$ cat src/rtl/convert_integer_to_floatingpoint_seq.sv
// Iterative signed-integer to IEEE-754 single converter: one leading-zero shift per cycle.
// Optional build macro ROUND_NEAREST_EN selects round-to-nearest-even; without it the result is truncated.
module convert_integer_to_floatingpoint_seq #(
    parameter int INT_WIDTH = 32
) (
    input  logic                 clk,
    input  logic                 rst,
    input  logic                 valid_in,
    input  logic [INT_WIDTH-1:0] Int,
    output logic                 ready_out,
    output logic [31:0]          FP,
    output logic                 valid_out
);

    localparam int CNT_W = $clog2(INT_WIDTH);

    localparam logic [1:0] S_IDLE = 2'd0;
    localparam logic [1:0] S_NORM = 2'd1;
    localparam logic [1:0] S_PACK = 2'd2;

    localparam logic [7:0]           EXP_TOP = 8'(127 + INT_WIDTH - 1);
    localparam logic [INT_WIDTH-1:0] MAG_ONE = INT_WIDTH'(1);
    localparam logic [CNT_W-1:0]     CNT_ONE = CNT_W'(1);

    logic [1:0]           state_reg, state_next;
    logic [INT_WIDTH-1:0] mag_reg, mag_next;
    logic [CNT_W-1:0]     cnt_reg, cnt_next;
    logic                 sign_reg, sign_next;
    logic [31:0]          fp_reg, fp_next;
    logic                 valid_reg, valid_next;

    logic [22:0] mant_trunc;
    logic        round_up;
    logic [23:0] mant_sum;
    logic [7:0]  exp_calc;
    logic [31:0] pack_word;

    // Mantissa field: the bits just below the (implicit) leading one of the normalised magnitude.
    generate
        if (INT_WIDTH >= 24) begin : g_mant_wide
            assign mant_trunc = mag_reg[INT_WIDTH-2 -: 23];
        end else begin : g_mant_narrow
            assign mant_trunc = {mag_reg[INT_WIDTH-2:0], {(24-INT_WIDTH){1'b0}}};
        end
    endgenerate

`ifdef ROUND_NEAREST_EN
    logic guard_bit;
    logic sticky_bit;

    generate
        if (INT_WIDTH >= 26) begin : g_round_full
            assign guard_bit  = mag_reg[INT_WIDTH-25];
            assign sticky_bit = |mag_reg[INT_WIDTH-26:0];
        end else if (INT_WIDTH == 25) begin : g_round_guard
            assign guard_bit  = mag_reg[0];
            assign sticky_bit = 1'b0;
        end else begin : g_round_none
            assign guard_bit  = 1'b0;
            assign sticky_bit = 1'b0;
        end
    endgenerate

    assign round_up = guard_bit & (sticky_bit | mant_trunc[0]);
`else
    assign round_up = 1'b0;
`endif

    // A carry out of the 23-bit field leaves mant_sum[22:0] at zero and bumps the exponent.
    assign mant_sum  = {1'b0, mant_trunc} + 24'(round_up);
    assign exp_calc  = EXP_TOP - 8'(cnt_reg) + 8'(mant_sum[23]);
    assign pack_word = (mag_reg == '0) ? 32'h0000_0000
                                       : {sign_reg, exp_calc, mant_sum[22:0]};

    always_comb begin
        state_next = state_reg;
        mag_next   = mag_reg;
        cnt_next   = cnt_reg;
        sign_next  = sign_reg;
        fp_next    = fp_reg;
        valid_next = 1'b0;
        case (state_reg)
            S_IDLE: begin
                if (valid_in) begin
                    // Two's-complement negate; the most negative value maps to 2^(INT_WIDTH-1).
                    sign_next  = Int[INT_WIDTH-1];
                    mag_next   = Int[INT_WIDTH-1] ? (~Int + MAG_ONE) : Int;
                    cnt_next   = '0;
                    state_next = S_NORM;
                end
            end
            S_NORM: begin
                if ((mag_reg == '0) || mag_reg[INT_WIDTH-1]) begin
                    state_next = S_PACK;
                end else begin
                    mag_next = mag_reg << 1;
                    cnt_next = cnt_reg + CNT_ONE;
                end
            end
            S_PACK: begin
                fp_next    = pack_word;
                valid_next = 1'b1;
                state_next = S_IDLE;
            end
            default: begin
                state_next = S_IDLE;
            end
        endcase
    end

    always_ff @(posedge clk or posedge rst) begin
        if (rst) begin
            state_reg <= S_IDLE;
            mag_reg   <= '0;
            cnt_reg   <= '0;
            sign_reg  <= 1'b0;
            fp_reg    <= 32'h0000_0000;
            valid_reg <= 1'b0;
        end else begin
            state_reg <= state_next;
            mag_reg   <= mag_next;
            cnt_reg   <= cnt_next;
            sign_reg  <= sign_next;
            fp_reg    <= fp_next;
            valid_reg <= valid_next;
        end
    end

    assign ready_out = (state_reg == S_IDLE);
    assign FP        = fp_reg;
    assign valid_out = valid_reg;

endmodule

$ cat config.mk
export PLATFORM = sky130hd
export DESIGN_NAME = convert_integer_to_floatingpoint_seq
export DESIGN_NICKNAME = d
export VERILOG_FILES = /design/src/rtl/convert_integer_to_floatingpoint_seq.sv
export SDC_FILE = /design/constraint.sdc
export NUM_CORES = 1
export LEC_CHECK = 0
export BUFFER_PORTS_ARGS = -buffer_cell sky130_fd_sc_hd__clkbuf_2
export CAP_MARGIN = 20
export CORE_MARGIN = 1
export CORE_UTILIZATION = 23
export CTS_BUF_LIST = sky130_fd_sc_hd__clkbuf_4
export DETAILED_ROUTE_END_ITERATION = 10
export GPL_TIMING_DRIVEN = 1
export MAX_ROUTING_LAYER = met4
export PLACE_DENSITY = 0.37
export SLEW_MARGIN = 20
export SYNTH_ARGS = -nofsm -noshare
export SYNTH_HDL_FRONTEND = slang
export SYNTH_SLANG_ARGS = --single-unit
$ cat constraint.sdc
create_clock -name clk -period 3.32 [get_ports clk]
set_clock_uncertainty 0.2 [all_clocks]
set_input_delay 0.664 -clock clk [delete_from_list [all_inputs] [get_ports clk]]
set_output_delay 0.664 -clock clk [all_outputs]
set_load 0.005 [all_outputs]
==> out/metrics.yaml <==
worst_setup_path:
  crit_chain: "nor4_1 -> nand4_1 -> o21ai_1 -> buf_4 -> and2_1 -> inv_1 -> o21ai_0 -> o21ai_1"
  crit_buf_inv: 2
  cpMostUsedCell: "o21ai_1"
  critPathTopFamily: "simple AND/OR/NAND/NOR gates"
  worstSetupPathType: "reg -> reg"
  max_stage_delay_ns: 0.43
  required_ns: 3.43
  cp.arrival_ns: 2.84
  cp_max_fo: 20
  startpoint_type: "flop"
  crit_path_end_kind: "flop"
  crit_slowest_cell: "dfrtp_1"
cells_and_area:
  layout.nets: 494
  fin_area_sq_um: 4560
  stdcell_count: 679
  final_common_cell: "dfrtp_1"
  syn_to_final_growth_pct: 19.7
  layout_common_cells: "dfrtp_1, clkbuf_2, o21ai_0, nand2_1, nor2_1"
  drive_gt1_frac: 0.271
routing:
  drc: 0
  ant_nets: 0
  vias_per_cell: 4.56
  vias: 3093
  drt_iter0_drc: 128
  drt-total-wl_microns: 10300
  drt-wirelength-per-cell_microns: 15.2
  first_pass_iters: 4
floorplanning:
  rows: 46
  die_w_microns: 131
  die-area_sq_um: 17100
  core_area_sq_um: 16100
  ios: 69
  initial_core_util: 0.237
  die_y_microns: 131
cts:
  postCtsHoldBufs: 0
  cts_tree: "yes"
  post_cts.repair.setup_buffers: 0
  clkTransAtPathRegs_ns: 0.11
  cts_max_level: 3
  clock_path_buffers: 2
  cts_resized: 0
  numClockSinks: 73
  clkLatencyLatePin_ns: 0.43
  cts_made_buffers: 9
  clockRootBuffer: "clkbuf_4"
global_routing:
  grt_pass1_vias: 3001
  grt.overflow.total: 0
  grt_pass1_wl_microns: 16800
  use_met3: 0.0212
  track_usage: 0.136
  grtUsageMet2: 0.176
  grt_max_degree: 45
  antenna_found_initial: 1
  gr-max-usage-layer: "met1"
  met1_usage: 0.206
sta:
  period_needed_ns: 2.74
  fin_crit_sh: 0.824
  finalSetupViolCount: 0
  hold_ws_ns: 0.0707
  tightest_slew_ns: 0.712
  hold_viol: 0
  relSlewSlack: 0.523
  fmax_mhz: 365
  slew_viol_final: 0
  rsz0062_at_grt: "false"
  fin_setup_tns_ns: 0
synthesis:
  synth-seq-area-share: 0.479
  synthAdderAreaFrac: 0.00656
  yosys.area_share.simple: 0.162
  synth_compound_area_frac: 0.169
  synth_cells: 392
  synthArstFlopShare: 1.00
  ys_types: 41
  synth_edf_count: 0
  netlist_area_sq_um: 3810
  synth-seq-cells: 73
  ys_warn_count: 0
  ys.flop_type: "dfrtp_1"
  synth_xor_area_frac: 0.0712
  synth_nets: 429
  syn_area_per_cell_sq_um: 9.73
  synth_mux_area_frac: 0.0814
  synth_top_family_by_area: "compound AO/OA/AOI/OAI gates"
pwr:
  power_mw: 3.84
  ir_drop_mv: 0.211
  powerDensity_nw_per_um2: 840
  p_leak_nw: 1.98
hold_path:
  hold_path.class: "in -> async"
placed_design:
  place_area_sq_um: 4400
  port_buffers: 68
  post-place-cells: 662
  dpl.hpwl_microns: 7700
  place_congestion: 0.785
outcome:
  status: "completed"
run:
  maxCapViolations: 0
-- synthesized netlist by cell type (4+ instances only) --
cell type  instances  area (sq um)
dfrtp_1           73          1830
o21ai_0           50           250
nand2_1           45           169
nor2_1            39           146
mux2_2            24           270
xnor2_1           24           210
clkbuf_1          15          56.3
nor4_1            12          75.1
o21ai_1           10          50.1
o31ai_1           10          75.1
a21oi_1            8          40.0
xor2_1             7          61.3
inv_1              6          22.5
nand2b_1           6          37.5
o41ai_1            5          43.8
o41ai_2            5          81.3
a22o_1             4          35.0
buf_2              4          20.0
mux2i_1            4          40.0
or4_1              4          30.0
-- stage by stage --
step	utilization	setup WS (ns)
floorplan	-	0.603
global placement	0.274	0.534
detailed placement	0.274	0.486
CTS	0.284	0.527
global route	0.284	0.282
finish	0.284	0.583
-- path summary, 6_finish.rpt --
path / from / endpoint / slack [ns] / depth (start not counted)
worst min register to register: FP[30] / FP[30] / 0.29 / 2
worst min-delay path: rst / FP[6] / 0.07 / 2
min in group clk: FP[30] / FP[30] / 0.29 / 2
worst max register to register: mag_reg[22] / mag_reg[28] / 0.58 / 8
worst max-delay path: mag_reg[22] / mag_reg[28] / 0.58 / 8
max in group asynchronous: rst / FP[3] / 2.08 / 3
-- final cells by class --
| class | instances | area, sq um |
|---|---|---|
| diodes | 1 | 2.50 |
| clock buffers | 12 | 90.1 |
| clock inverters | 4 | 67.6 |
| fillers | 1725 | 11500 |
| inverters | 6 | 22.5 |
| multi-input cells | 291 | 1870 |
| flip-flops and latches | 73 | 1830 |
| well taps | 216 | 270 |
| repair buffers | 76 | 413 |
-- cells by family after synthesis --
family,after synthesis
simple gates,130
compound gates,100
flops,73
xor+xnor,31
buf+inv,28
mux,28
fa+ha+maj,2
-- where the power goes --
part           switching (mW)  internal [mW]  leakage, nW
Combinational           0.869          0.692        0.986
Clock                   0.308          0.327       0.0866
Sequential              0.335           1.31        0.902
Total                    1.51           2.32         1.98
-- layer usage --
layer | up-vias | wire [microns]
met3 | 12 | 404
met5 | - | 0
li1 | 1531 | -
met2 | 82 | 4140
met1 | 1468 | 5600
met4 | 0 | 159
Note: power is estimated with default switching activity, not from simulation.
